$ cat config.mk
export PLATFORM = sky130hd
export DESIGN_NAME = counter_b4_monitor
export DESIGN_NICKNAME = d
export VERILOG_FILES = /design/src/rtl/counter_b4_pkg.sv /design/src/rtl/counter_b4_model.sv /design/src/rtl/counter_b4_monitor.sv
export SDC_FILE = /design/constraint.sdc
export NUM_CORES = 1
export LEC_CHECK = 0
export CAP_MARGIN = 20
export CORE_MARGIN = 3
export CORE_UTILIZATION = 45
export CTS_CLUSTER_DIAMETER = 50
export DETAILED_ROUTE_END_ITERATION = 6
export MAX_ROUTING_LAYER = met4
export PLACE_DENSITY = 0.74
export SYNTH_ARGS = -nofsm -noshare
export SYNTH_HDL_FRONTEND = slang
export SYNTH_SLANG_ARGS = --single-unit
$ cat constraint.sdc
create_clock -name b4_clk -period 1.9 [get_ports b4_clk]
set_input_delay 0.57 -clock b4_clk [delete_from_list [all_inputs] [get_ports b4_clk]]
set_output_delay 0.57 -clock b4_clk [all_outputs]
set_load 0.03 [all_outputs]
$ cat src/rtl/counter_b4_pkg.sv
// Shared definitions for the 4-bit mode counter and its receiving-end monitor.
package counter_b4_pkg;

  localparam logic [1:0] MODE_UP  = 2'b00;
  localparam logic [1:0] MODE_DN  = 2'b01;
  localparam logic [1:0] MODE_UP3 = 2'b10;
  localparam logic [1:0] MODE_LD  = 2'b11;

  typedef enum logic [1:0] {
    UNSYNC = 2'd0,
    TRACK  = 2'd1,
    FAULT  = 2'd2
  } mon_state_e;

  // Bit positions inside mon_err_code.
  localparam int ERR_Q    = 0;
  localparam int ERR_RCO  = 1;
  localparam int ERR_LOAD = 2;

endpackage

$ cat src/rtl/counter_b4_model.sv
// Combinational next-state predictor of the 4-bit mode counter (reset > enable > mode).
module counter_b4_model
  import counter_b4_pkg::*;
(
  input  logic       rst,
  input  logic       en,
  input  logic [1:0] mode,
  input  logic [3:0] d,
  input  logic [3:0] q,
  output logic [3:0] q_nxt,
  output logic       rco_nxt,
  output logic       load_nxt
);

  always_comb begin
    q_nxt    = q;
    rco_nxt  = 1'b0;
    load_nxt = 1'b0;
    if (rst) begin
      q_nxt = 4'd0;
    end else if (en) begin
      case (mode)
        MODE_UP: begin
          q_nxt   = q + 4'd1;
          rco_nxt = (q == 4'hF);
        end
        MODE_DN: begin
          q_nxt   = q - 4'd1;
          rco_nxt = (q == 4'h0);
        end
        MODE_UP3: begin
          q_nxt   = q + 4'd3;
          rco_nxt = (q >= 4'hD);
        end
        default: begin
          q_nxt    = d;
          load_nxt = 1'b1;
        end
      endcase
    end
  end

endmodule

$ cat src/rtl/counter_b4_monitor.sv
// Passive checker beside the 4-bit mode counter: predicts Q/rco/load one edge ahead,
// compares against the counter's outputs, and counts mismatches and rco pulses.
module counter_b4_monitor
  import counter_b4_pkg::*;
#(
  parameter int ERR_W  = 8,
  parameter int WRAP_W = 8
) (
  input  logic              b4_clk,
  input  logic              b4_reset_mon,
  input  logic              b4_reset,
  input  logic              b4_enable,
  input  logic [1:0]        b4_mode,
  input  logic [3:0]        b4_D,
  input  logic [3:0]        b4_Q,
  input  logic              b4_rco,
  input  logic              b4_load,
  output logic              mon_synced,
  output logic              mon_error,
  output logic [2:0]        mon_err_code,
  output logic [ERR_W-1:0]  mon_err_count,
  output logic [WRAP_W-1:0] mon_wrap_count,
  output logic [3:0]        mon_expected_q
);

  mon_state_e        state_q, state_d;
  logic [3:0]        exp_cnt_q, exp_cnt_d;
  logic              exp_rco_q, exp_rco_d;
  logic              exp_load_q, exp_load_d;
  logic              synced_q, synced_d;
  logic              error_q, error_d;
  logic [2:0]        err_code_q, err_code_d;
  logic [ERR_W-1:0]  err_count_q, err_count_d;
  logic [WRAP_W-1:0] wrap_count_q, wrap_count_d;

  logic [3:0] mdl_q;
  logic       mdl_rco;
  logic       mdl_load;
  logic [2:0] mis;
  logic       seed;
  logic       take;

  counter_b4_model u_model (
    .rst      (b4_reset),
    .en       (b4_enable),
    .mode     (b4_mode),
    .d        (b4_D),
    .q        (b4_Q),
    .q_nxt    (mdl_q),
    .rco_nxt  (mdl_rco),
    .load_nxt (mdl_load)
  );

  always_comb begin
    mis           = 3'b000;
    mis[ERR_Q]    = (b4_Q != exp_cnt_q);
    mis[ERR_RCO]  = (b4_rco != exp_rco_q);
    mis[ERR_LOAD] = (b4_load != exp_load_q);
    seed          = b4_reset | (b4_enable & (b4_mode == MODE_LD));

    take         = 1'b0;
    state_d      = state_q;
    exp_cnt_d    = exp_cnt_q;
    exp_rco_d    = exp_rco_q;
    exp_load_d   = exp_load_q;
    error_d      = error_q;
    err_code_d   = err_code_q;
    err_count_d  = err_count_q;
    wrap_count_d = wrap_count_q + {{(WRAP_W-1){1'b0}}, b4_rco};

    case (state_q)
      UNSYNC: begin
        // Only a reset or a load makes the counter value knowable.
        if (seed) begin
          state_d = TRACK;
          take    = 1'b1;
        end
      end
      TRACK: begin
        take = 1'b1;
        if (|mis) begin
          state_d    = FAULT;
          error_d    = 1'b1;
          err_code_d = mis;
          if (~&err_count_q) begin
            err_count_d = err_count_q + {{(ERR_W-1){1'b0}}, 1'b1};
          end
        end
      end
      FAULT: begin
        state_d = TRACK;
        take    = 1'b1;
      end
      default: state_d = UNSYNC;
    endcase

    if (take) begin
      exp_cnt_d  = mdl_q;
      exp_rco_d  = mdl_rco;
      exp_load_d = mdl_load;
    end
    synced_d = (state_d != UNSYNC);
  end

  always_ff @(posedge b4_clk or posedge b4_reset_mon) begin
    if (b4_reset_mon) begin
      state_q      <= UNSYNC;
      exp_cnt_q    <= 4'd0;
      exp_rco_q    <= 1'b0;
      exp_load_q   <= 1'b0;
      synced_q     <= 1'b0;
      error_q      <= 1'b0;
      err_code_q   <= 3'b000;
      err_count_q  <= '0;
      wrap_count_q <= '0;
    end else begin
      state_q      <= state_d;
      exp_cnt_q    <= exp_cnt_d;
      exp_rco_q    <= exp_rco_d;
      exp_load_q   <= exp_load_d;
      synced_q     <= synced_d;
      error_q      <= error_d;
      err_code_q   <= err_code_d;
      err_count_q  <= err_count_d;
      wrap_count_q <= wrap_count_d;
    end
  end

  assign mon_synced     = synced_q;
  assign mon_error      = error_q;
  assign mon_err_code   = err_code_q;
  assign mon_err_count  = err_count_q;
  assign mon_wrap_count = wrap_count_q;
  assign mon_expected_q = exp_cnt_q;

endmodule

==> reports/results.ini <==
[outcome]
status=finished clean

[timing]
hold_viol_final=0
holdWs_ns=0.466
skew_ns=0.00797
drv_slew=0
fmax_mhz=541
setup_ws_ns=0.0499
rsz0062_at_grt=false
setup-tns-final_ns=0
relSlewSlack_pct=75.1
fin_crit_ns=1.85
finalSetupViolCount=0
fin_crit_sh_pct=97.4
worst_pin_slew_ns=0.374

[hold_path]
hp-class=register to register

[critical_path]
crit_family=buffers and inverters
critPathKind=register to output port
crit_chain=clkdlybuf4s50_1
path_buf_inv=1
endpoint_kind=output port
cp.arrival_ns=1.28
cp-start-kind=register
crit_path_top_delay_cell=clkdlybuf4s50_1
cp_max_fo=2
cpPeakStageDelay_ns=0.67
required_ns=1.33

[logic_synthesis]
async_flop_share_pct=100
synth_top_cell_by_area=dfrtp_1
synth_top_area_share_pct=42.6
ys_seq_area_share_pct=42.6
syn_area_per_cell_um2=10.2
synthesis.nets=198
synth.area.top_cells=dfrtp_1, ha_1, xnor2_1
synthTopCellsByCount=dfrtp_1, nand2_1, ha_1
yosys_warnings=0
synth_ff_type=dfrtp_1
syn_area_um2=1710
synth_edf_count=0
syn_inst=167
synth-seq-cells=29
netlist-cell-type-count=46
synth.most_common_cell=dfrtp_1

[cells_and_area]
antenna-diode-count=0
final_area_um2=2470
area_growth_syn_to_layout_pct=44.8
nets=262
drive_gt1_share_pct=22.8

[clock_network]
numCtsBuffers=5
cts_hold_buf=0
cts_tree=done
cts.htree.levels=2
clockBufferDepth=2
cts.clk_slew.worst_paths_ns=0.06
clkLatencyLatePin_ns=0.28
cts_num_sinks=29
cts_root_buf=clkbuf_8

[routing]
via_per_inst=5.08
remaining_drc_errors=0
detail_route.iter0.violations=61
vias=1412
first_pass_iters=4
drt-total-wl_mm=3.90
ant_nets=0
wl_per_cell_um=14.0

[placement]
routabilityCongestion=0.963
dpl_cell_area_um2=2320
io_buffers=40
dp_slack_ns=-0.622
hpwl_mm=2.98

[global_route]
overflow=0
grt_usage_pct=19.6
grt_pass1_vias=1447
grt_first_pass_wirelength_mm=6.49
antenna_found_initial=0
grt_max_degree=30

[floorplan]
core_area_um2=3490
dieArea_um2=4560
pin_count=41
fp-row-count=21
die_h_um=67.6
start_util_pct=48.8
die_w_um=67.6

[flow_run]
max-cap-violations=0

[power]
vdd_ir_drop_max_mv=0.659
total_power_uw=3450
powerDensity_nw_per_um2=1400
p_leak_uw=0.00123

==> where the power goes <==
part           leakage, uW  internal, uW  total [uW]  switching (uW)
Sequential        0.000351           868        1100             235
Clock            0.0000450           253         478             225
Combinational     0.000831           790        1870            1080
==> through the flow <==
stage / std cells / util (%)
after floorplan: 167 / -
after global placement: 269 / 66.5
after detailed placement: 269 / 66.5
after CTS: 277 / 69.1
after global routing: 278 / 70.7
final: 278 / 70.7
==> routing by layer <==
layer  wire length (um)  track usage (%)
met5                  0                -
met2               2040             35.7
met4                 59             7.34
met1               1600             20.9
met3                197             3.49
==> cell usage in the layout, fill, tap and decap left out, drive strengths merged, types with 2 or more instances in the layout <==
cell / Yosys / layout
xor2: 9 / 9
dlygate4sd2: 0 / 20
dlymetal6s2s: 0 / 8
clkdlybuf4s50: 0 / 9
buf: 4 / 24
mux2: 2 / 2
dfrtp: 29 / 29
o31ai: 2 / 2
o21bai: 2 / 2
nand2: 22 / 22
inv: 11 / 11
a21o: 2 / 2
o21ai: 7 / 7
and4: 3 / 3
nand2b: 3 / 3
nand3: 4 / 4
xnor2: 11 / 11
a21oi: 8 / 8
nor4b: 2 / 2
nor2: 8 / 8
ha: 14 / 14
nand4: 3 / 3
clkbuf: 1 / 6
clkinv: 0 / 2
nor3: 3 / 3
==> final cells by class <==
class	instances	area [um2]
Sequential cell	29	726
Clock inverter	2	10.0
Timing Repair Buffer	62	567
Tap cell	46	57.6
Fill cell	279	1020
Multi-Input combinational cell	122	993
Clock buffer	6	72.6
Inverter	11	43.8
==> what timing repair did <==
| action | 4_1_cts | 5_1_grt |
|---|---|---|
| setup buffers | 0 | 1 |
| gates resized for setup | 34 | 18 |
| pin swaps | 5 | 8 |
| setup endpoints to repair | 32 | 18 |
| endpoints found under the hold margin | 0 | 0 |
==> registers in the layout, indices dropped and copies added (netlist names) <==
register and flops:
mon_err_code 3, exp_rco_q 1, mon_synced 1, exp_load_q 1
mon_wrap_count 8, state_q 2, mon_expected_q 4, mon_err_count 8
mon_error 1
==> final timing paths <==
| kind | startpoint | endpoint | slack [ns] | depth (start not counted) |
|---|---|---|---|---|
| worst min-delay path | mon_wrap_count[7] | mon_wrap_count[7] | 0.47 | 1 |
| max in group asynchronous | b4_reset_mon | exp_rco_q | 0.95 | 3 |
| worst max-delay path | mon_err_count[5] | mon_err_count[5] | 0.05 | 1 |
| worst max register to register | state_q[0] | mon_expected_q[3] | 0.26 | 6 |
| min in group asynchronous | b4_reset_mon | mon_err_code[2] | 0.68 | 3 |
| worst min register to register | mon_wrap_count[7] | mon_wrap_count[7] | 0.47 | 1 |
==> kinds of logic after synthesis <==
logic type / count (synthesis) / share of synthesized area, %
buffers and inverters: 16 / 4.33
AO/OA/AOI/OAI: 28 / 10.7
adder cells (fa/ha/maj): 15 / 11.4
XOR/XNOR: 20 / 10.3
flip-flops: 29 / 42.6
multiplexers: 3 / 2.13
AND/OR/NAND/NOR: 56 / 18.6
No activity file was read; power rests on OpenSTA's default activity.
